## src/rtl/fetch_sequencer.sv

```systemverilog
// fetch_sequencer: multi-cycle PC/fetch sequencer with one instruction in flight.
// Fetches into instr, waits one EXEC cycle for decode, optionally runs a data
// access, then commits and steps the PC. HALTED is absorbing until reset.
module fetch_sequencer #(
   parameter logic [31:0] PC_INIT = 32'h0000_0000
) (
   input  logic        CLK,
   input  logic        nRST,
   input  logic        ihit,
   input  logic [31:0] imemload,
   input  logic        dhit,
   input  logic        halt_in,
   input  logic        memREN,
   input  logic        memWEN,
   input  logic [1:0]  pc_sel,
   input  logic        brEn,
   input  logic [31:0] rs_data,
   output logic [31:0] instr,
   output logic [31:0] imemaddr,
   output logic        imemREN,
   output logic        dmemREN,
   output logic        dmemWEN,
   output logic [31:0] pc,
   output logic [31:0] pc_plus4,
   output logic        commit,
   output logic        halt
);

   localparam int unsigned XLEN = 32;

   typedef enum logic [1:0] {
      S_FETCH  = 2'd0,
      S_EXEC   = 2'd1,
      S_DATA   = 2'd2,
      S_HALTED = 2'd3
   } state_e;

   state_e            state_q, state_d;
   logic [XLEN-1:0]   pc_q, pc_d;
   logic [XLEN-1:0]   instr_q, instr_d;
   logic              halt_q, halt_d;
   logic [XLEN-1:0]   pc_plus4_c;
   logic [XLEN-1:0]   br_off_c;
   logic [XLEN-1:0]   next_pc_c;

   // State and architectural registers; reset aborts any access in progress.
   always_ff @(posedge CLK or negedge nRST) begin
      if (!nRST) begin
         state_q <= S_FETCH;
         pc_q    <= PC_INIT;
         instr_q <= '0;
         halt_q  <= 1'b0;
      end else begin
         state_q <= state_d;
         pc_q    <= pc_d;
         instr_q <= instr_d;
         halt_q  <= halt_d;
      end
   end

   // Next-PC selection from the decode of the latched instruction.
   always_comb begin
      pc_plus4_c = pc_q + XLEN'(4);
      br_off_c   = {{(XLEN-18){instr_q[15]}}, instr_q[15:0], 2'b00};
      next_pc_c  = pc_plus4_c;
      case (pc_sel)
         2'b00:   next_pc_c = brEn ? (pc_plus4_c + br_off_c) : pc_plus4_c;
         2'b01:   next_pc_c = rs_data;
         2'b10:   next_pc_c = {pc_plus4_c[31:28], instr_q[25:0], 2'b00};
         default: next_pc_c = pc_plus4_c;
      endcase
   end

   // Sequencer next-state and request/commit outputs.
   always_comb begin
      state_d = state_q;
      pc_d    = pc_q;
      instr_d = instr_q;
      halt_d  = halt_q;
      imemREN = 1'b0;
      dmemREN = 1'b0;
      dmemWEN = 1'b0;
      commit  = 1'b0;
      case (state_q)
         S_FETCH: begin
            imemREN = 1'b1;
            if (ihit) begin
               instr_d = imemload;
               state_d = S_EXEC;
            end
         end
         S_EXEC: begin
            if (halt_in) begin
               halt_d  = 1'b1;
               state_d = S_HALTED;
            end else if (memREN || memWEN) begin
               state_d = S_DATA;
            end else begin
               commit  = 1'b1;
               pc_d    = next_pc_c;
               state_d = S_FETCH;
            end
         end
         S_DATA: begin
            // A simultaneous read and write decode is treated as a write.
            dmemWEN = memWEN;
            dmemREN = memREN && !memWEN;
            if (dhit) begin
               commit  = 1'b1;
               pc_d    = next_pc_c;
               state_d = S_FETCH;
            end
         end
         S_HALTED: begin
            halt_d = 1'b1;
         end
         default: state_d = S_FETCH;
      endcase
   end

   assign instr    = instr_q;
   assign pc       = pc_q;
   assign imemaddr = pc_q;
   assign pc_plus4 = pc_plus4_c;
   assign halt     = halt_q;

endmodule
```

## config.mk

```make
export PLATFORM = sky130hd
export DESIGN_NAME = fetch_sequencer
export DESIGN_NICKNAME = d
export VERILOG_FILES = /design/src/rtl/fetch_sequencer.sv
export SDC_FILE = /design/constraint.sdc
export NUM_CORES = 1
export LEC_CHECK = 0
export CAP_MARGIN = 20
export CORE_ASPECT_RATIO = 0.7
export CORE_UTILIZATION = 40
export DETAILED_ROUTE_END_ITERATION = 10
export GPL_TIMING_DRIVEN = 0
export PLACE_DENSITY = 0.75
export SLEW_MARGIN = 30
export SYNTH_ARGS = -nofsm -noshare
export SYNTH_HDL_FRONTEND = slang
export SYNTH_SLANG_ARGS = --single-unit
```

## constraint.sdc

```tcl
create_clock -name CLK -period 3.7 [get_ports CLK]
set_input_delay 0.555 -clock CLK [delete_from_list [all_inputs] [get_ports CLK]]
set_output_delay 0.555 -clock CLK [all_outputs]
set_load 0.05 [all_outputs]
```

# After elaboration in Yosys (flattened, before gate mapping)
# Cells that the tools add are included.
dict set report totals {
  ff_bits 67
  input_bits 74
  output_inout_bits 133
  word_cells 48
}
dict set report op_classes {
  n_addsub 2
  eq_ne 10
  muxes 20
  reduce_logical 12
}
# operator count
set ops {}
lappend ops {{2-to-1 mux 32 bit} 4}
lappend ops {{one-hot mux 32 bit (3 select lines)} 1}
lappend ops {{one-hot mux 32 bit (2 select lines)} 1}
lappend ops {{adder 32 x 3 -> 32 bit (second input constant)} 1}
lappend ops {{adder 32 bit} 1}
lappend ops {{!= test 2 bit (second input constant)} 5}
lappend ops {{2-to-1 mux 2 bit} 4}
lappend ops {{2-to-1 mux 1 bit} 7}
lappend ops {{== test 2 bit (second input constant)} 3}
lappend ops {{one-hot mux 2 bit (3 select lines)} 1}
lappend ops {{== test 2 x 1 -> 1 bit (second input constant)} 2}
lappend ops {{zero test 2 bit} 2}
lappend ops {{one-hot mux 1 bit (2 select lines)} 2}
lappend ops {{AND reduction 2 bit} 2}
lappend ops {{AND reduction 4 bit} 1}
lappend ops {{nonzero test 2 bit} 2}
lappend ops {{AND reduction 3 bit} 1}
lappend ops {{nonzero test 3 bit} 1}
lappend ops {{logical AND 1 bit} 1}
lappend ops {{zero test 1 bit} 1}
lappend ops {{logical OR 1 bit} 1}

# Longest topological paths before layout
dict set report depth {
  depth_word 7
  ltp_mapped 18
  mapped_depth_nobuf 15
}

# Least setup slack after synthesis
# No wires, ideal clock.
dict set report synth_timing {
  path_type {flip-flop to flip-flop}
  startpoint {register pc_q[4] (netlist: imemaddr[4])}
  endpoint {register pc_q[27] (netlist: imemaddr[27])}
  setup_time_ns 0.129
  arrival_time_ns 4.782
  path_slack_ns -1.212
  stages_incl_launch_ff 18
  n_path_buf 3
  synth_period_minus_slack_ns 4.912
  cell_sequence {dfrtp_1 -> and3_1 -> and3_1 -> buf_4 -> and4_1 -> buf_4 -> nor2b_1 -> nand2_1 -> xnor2_1 -> ha_1 -> clkbuf_1 -> and4_1 -> and2_1 -> a31o_2 -> or2_2 -> or3_1 -> a21oi_1 -> o21ai_0}
}
dict set report synth_via {
  elab_chain_len 7
  elab_cells_between_ends 8
  cone_classes {add/sub: 2; mux: 6}
}
# item line
set synth_lines {}
lappend synth_lines {{start: declaration} 39} ;# logic [XLEN-1:0] pc_q, pc_d;
lappend synth_lines {{start signal: assignment} 55} ;# pc_q <= pc_d;
lappend synth_lines {{adder 32 x 3 -> 32 bit (*)} 63} ;# pc_plus4_c = pc_q + XLEN'(4);
lappend synth_lines {{via pc_plus4[23]} 24} ;# output logic [31:0] pc_plus4,
lappend synth_lines {{adder 32 bit (*)} 67} ;# 2'b00: next_pc_c = brEn ? (pc_plus4_c + br_off_c) : pc_plus4_c;
lappend synth_lines {{2-to-1 mux 32 bit (*)} 67}
lappend synth_lines {{one-hot mux 32 bit (3 select lines) (*)} 66} ;# case (pc_sel)
lappend synth_lines {{2-to-1 mux 32 bit} 96} ;# end else if (memREN || memWEN) begin
lappend synth_lines {{2-to-1 mux 32 bit} 93} ;# if (halt_in) begin
lappend synth_lines {{one-hot mux 32 bit (2 select lines) (*)} 84} ;# case (state_q)
# Mark *: on every way through the listed nets, which the timed path passes. The rest lies on a longest branch. The select of a mux whose other input is x is not followed.
# A chain may end at the register's enable or synchronous reset.

# Worst setup path after layout
dict set report layout_timing {
  startpoint {register pc_q[16] (netlist: imemaddr[16])}
  endpoint {register pc_q[27] (netlist: imemaddr[27])}
}
dict set report layout_via {
  elab_chain_len 7
  elab_cells_between_ends 8
  cone_classes {add/sub: 2; mux: 6}
}
# item line
set layout_lines {}
lappend layout_lines {{adder 32 x 3 -> 32 bit (*)} 63}
lappend layout_lines {{adder 32 bit} 67}
lappend layout_lines {{2-to-1 mux 32 bit} 67}
lappend layout_lines {{one-hot mux 32 bit (3 select lines) (*)} 66}
lappend layout_lines {{2-to-1 mux 32 bit} 96}
lappend layout_lines {{2-to-1 mux 32 bit} 93}
lappend layout_lines {{one-hot mux 32 bit (2 select lines) (*)} 84}
# Mark *: on every way between the ends. The rest lies on a longest branch, timed or not. The select of a mux whose other input is x is not followed.

==> run metrics <==
Highest Clock Rate=between 200 and 300 MHz; Placed Cells=1100; Arr. time, crit path=3920 ps; Final HPWL DP=around 18000 um; Primary FF master, synth=sky130_fd_sc_hd__dfrtp_1; H-tree levels=3; buffers from clock root to sink, at most=2; largest fanout of any net on the critical path=6; capturing point of the worst reg2reg path=imemaddr[27]$_DFFE_PN0P_; die area=0.0155 mm2; DRC violation total after the first TritonRoute iteration=762; Buffers on Ports=206; fin. max-slew vios=0; setup repair after global routing missed its margin=true; R2R Path Start=imemaddr[16]$_DFFE_PN0P_; global-route wire length before repair=36100 um; GRT busiest layer=met2; area growth from synthesis to layout=62.6%; register-to-register setup slack=-8 ps; Clock Latency Late Sink=350 ps; area of the mapped netlist=0.00599 mm2; Min-Delay Path Class=primary input to asynchronous set/reset pin; clock tree from TritonCTS=done; Layout Skew=7.72 ps; commonest cells after routing, fill and taps aside=sky130_fd_sc_hd__clkdlybuf4s50_1, sky130_fd_sc_hd__buf_4, sky130_fd_sc_hd__nand2_1; final period demand of the worst path=3710 ps; Clock Tree Root=sky130_fd_sc_hd__clkbuf_16; fill count=1179; result of the run=complete, but fails checks; count of pins on the block boundary=207; largest cells by area after synthesis=sky130_fd_sc_hd__dfrtp_1, sky130_fd_sc_hd__ha_1, sky130_fd_sc_hd__mux2_2; count of non-filler cells in the finished layout=1155; chain of cells forming the critical path=and3_2, nand4_1, nor4_4, and3_2, xor2_4, ha_2, and4_4, and2_1, a31o_4, or2_4, or3_4, a21oi_2, o21ai_2; final routed wirelength across all metal layers=24000 um; Yosys reg bits=67; total routing resource utilization after global routing=30.7%; slowest stage delay, CP=roughly 460 ps; Worst setup SP type=flip-flop; routability cong.=0.960; count of mapped cells out of synthesis=698; average vias per placed instance=5.90; Residual DRC=0; critical path's most frequent cell=sky130_fd_sc_hd__and3_2; Final setup viols=1; final hold violations=0; failing checks=setup timing; number of global-route vias before repair=6410; register area share after synthesis=28.0%; most common library cell in the layout ignoring fill and taps=sky130_fd_sc_hd__clkdlybuf4s50_1; Placeable Area=0.0147 mm2; wire per inst=20.8 um; CP endpoint kind=flip-flop; Starting Density=40.8%; remaining antenna violation count after routing=0; Distinct cells, synth=62; Worst Path Class, Setup=flip-flop to flip-flop; clock sink count=67; Slowest cell on crit path=sky130_fd_sc_hd__dfrtp_2; share of the clock period used by the worst path after layout=100%; Sequential Area=0.00171 mm2; total via count after detailed routing=6816; portion of synthesized cell area occupied by the leading cell type=28.0%; Syn Area/Cell=8.59 um2; Diodes inserted=0; dominant cell type by area after synthesis=sky130_fd_sc_hd__dfrtp_1; Global Route met1 Usage=44.1%; worst-case headroom to the max-slew limit=42.5%; transition time at the pin with the least slew margin=859 ps; fraction of registers with async set or reset after synthesis=100%; number of max-capacitance violations reported=0; slack of the critical path=-7.95 ps; nets=1074; M3 GR Usage=8.77%; clock transition at the register clock pins on the worst setup and hold paths after CTS=60 ps; number of detailed-routing iterations run before antenna repair=6; data required time at the worst endpoint=3920 ps; number of synthesis warnings=0; number of antenna violations at the first check in global routing=1; EDFF count, synth=0; layout cell share with drive strength beyond 1=25.0%; met2 global-route usage=between 40% and 50%; clock buffer count from CTS=9; combined buffer and inverter count along the critical path=0; maximum number of pins on one net before global-route repair=36; family with the most delay on the worst path=simple AND/OR/NAND/NOR gates; net count after synthesis=817; placement row count=37; overflow left after global routing=0; height of the die=roughly 100 um; multi-input gate area in the final layout=0.00456 mm2; length in cells of the worst reg-to-reg path=13; die width=148 um
==> state kept, by name, indices dropped and copies added (netlist names) <==
name / cells
imemaddr: 32
halt: 1
state_q: 2
instr: 32
==> cells by family (layout without fill, tap and decap cells) <==
kind of cell | Yosys count | in the layout | synth area share, %
compound gates | 217 | 217 | 24.7
xor+xnor | 48 | 48 | 7.33
fa+ha+maj | 45 | 45 | 9.52
simple gates | 189 | 189 | 15.7
buf+inv | 97 | 359 | 8.33
mux | 35 | 35 | 6.51
flops | 67 | 67 | 28.0
==> metrics by stage <==
stage	util [%]	worst slack [ps]	instance area (um2)	setup TNS [ps]	hold slack [ps]
final	66.4	-7.95	9750	-7.95	164
after global routing	66.4	-82.5	9750	-226	195
after CTS	63.3	-12.0	9290	-12.0	177
after detailed placement	60.3	-313	8850	-1530	465
after global placement	60.2	-653	8830	-32860	458
after floorplan	-	-208	6520	-1380	259
==> worst max path at each step <==
| stage | end | cells past startpoint | startpoint | slack (ps) |
|---|---|---|---|---|
| after floorplan | imemaddr[27]$_DFFE_PN0P_ | 16 | imemaddr[4]$_DFFE_PN0P_ | -210 |
| after global placement | imemaddr[23]$_DFFE_PN0P_ | 1 | nRST | -650 |
| after detailed placement | imemaddr[27]$_DFFE_PN0P_ | 15 | imemaddr[7]$_DFFE_PN0P_ | -310 |
| after CTS | imemaddr[27]$_DFFE_PN0P_ | 17 | imemaddr[4]$_DFFE_PN0P_ | -10 |
| after global routing | imemaddr[31]$_DFFE_PN0P_ | 16 | imemaddr[10]$_DFFE_PN0P_ | -80 |
| final | imemaddr[27]$_DFFE_PN0P_ | 13 | imemaddr[16]$_DFFE_PN0P_ | -8 |
==> area by class of cell <==
class                   instances  area share (%)
clock inverters                 5           0.629
inverters                      26            1.00
plain buffers                  64            3.97
multi-input cells             534            46.8
flip-flops and latches         67            17.5
repair buffers                253            25.1
clock buffers                  11            2.49
well taps                     195            2.50
==> cell usage after synthesis (2+ instances only) <==
cell,count
sky130_fd_sc_hd__dfrtp_1,67
sky130_fd_sc_hd__nand2_1,60
sky130_fd_sc_hd__a21oi_1,46
sky130_fd_sc_hd__ha_1,44
sky130_fd_sc_hd__nor2_1,41
sky130_fd_sc_hd__o21ai_0,40
sky130_fd_sc_hd__buf_4,36
sky130_fd_sc_hd__mux2_2,32
sky130_fd_sc_hd__clkbuf_1,31
sky130_fd_sc_hd__xnor2_1,27
sky130_fd_sc_hd__inv_1,25
sky130_fd_sc_hd__xor2_1,20
sky130_fd_sc_hd__a31oi_1,16
sky130_fd_sc_hd__nand3_1,16
sky130_fd_sc_hd__a221oi_1,12
sky130_fd_sc_hd__and3_1,11
sky130_fd_sc_hd__nand4_1,11
sky130_fd_sc_hd__a222oi_1,10
sky130_fd_sc_hd__a22oi_1,10
sky130_fd_sc_hd__nor2b_1,10
sky130_fd_sc_hd__nor3_1,10
sky130_fd_sc_hd__o22ai_1,10
sky130_fd_sc_hd__o21a_1,9
sky130_fd_sc_hd__a21o_1,8
sky130_fd_sc_hd__and4_1,8
sky130_fd_sc_hd__o211ai_1,8
sky130_fd_sc_hd__a221o_1,6
sky130_fd_sc_hd__a22o_1,6
sky130_fd_sc_hd__a211oi_1,5
sky130_fd_sc_hd__and2_1,5
sky130_fd_sc_hd__or3_1,5
sky130_fd_sc_hd__buf_1,4
sky130_fd_sc_hd__o31ai_1,4
sky130_fd_sc_hd__a21boi_0,3
sky130_fd_sc_hd__mux2i_1,3
sky130_fd_sc_hd__nand2b_1,3
sky130_fd_sc_hd__o32ai_1,3
sky130_fd_sc_hd__a311o_1,2
sky130_fd_sc_hd__nand3b_1,2
sky130_fd_sc_hd__o21bai_1,2
sky130_fd_sc_hd__o22a_1,2
sky130_fd_sc_hd__o2bb2ai_1,2
sky130_fd_sc_hd__o31a_1,2
sky130_fd_sc_hd__o32a_1,2
sky130_fd_sc_hd__or2_2,2
==> layer usage <==
metal | share of wire (%) | wire length, um | up-vias
met5 | 0 | 0 | -
met4 | 2.2 | 538 | 0
met3 | 13 | 3140 | 45
met2 | 42 | 10200 | 455
met1 | 42 | 10200 | 3223
li1 | - | - | 3093
==> repair_timing <==
item                       in CTS  in global routing
hold buffers                    0                  0
setup endpoints to repair      17                 17
pin swaps                       5                 24
gates cloned                    0                  0
buffers inserted               12                 34
resized for setup               9                 50
Power is left out: the tool's default activity adds up to more than one toggle a clock period on the data nets, which glitch-free logic cannot reach.
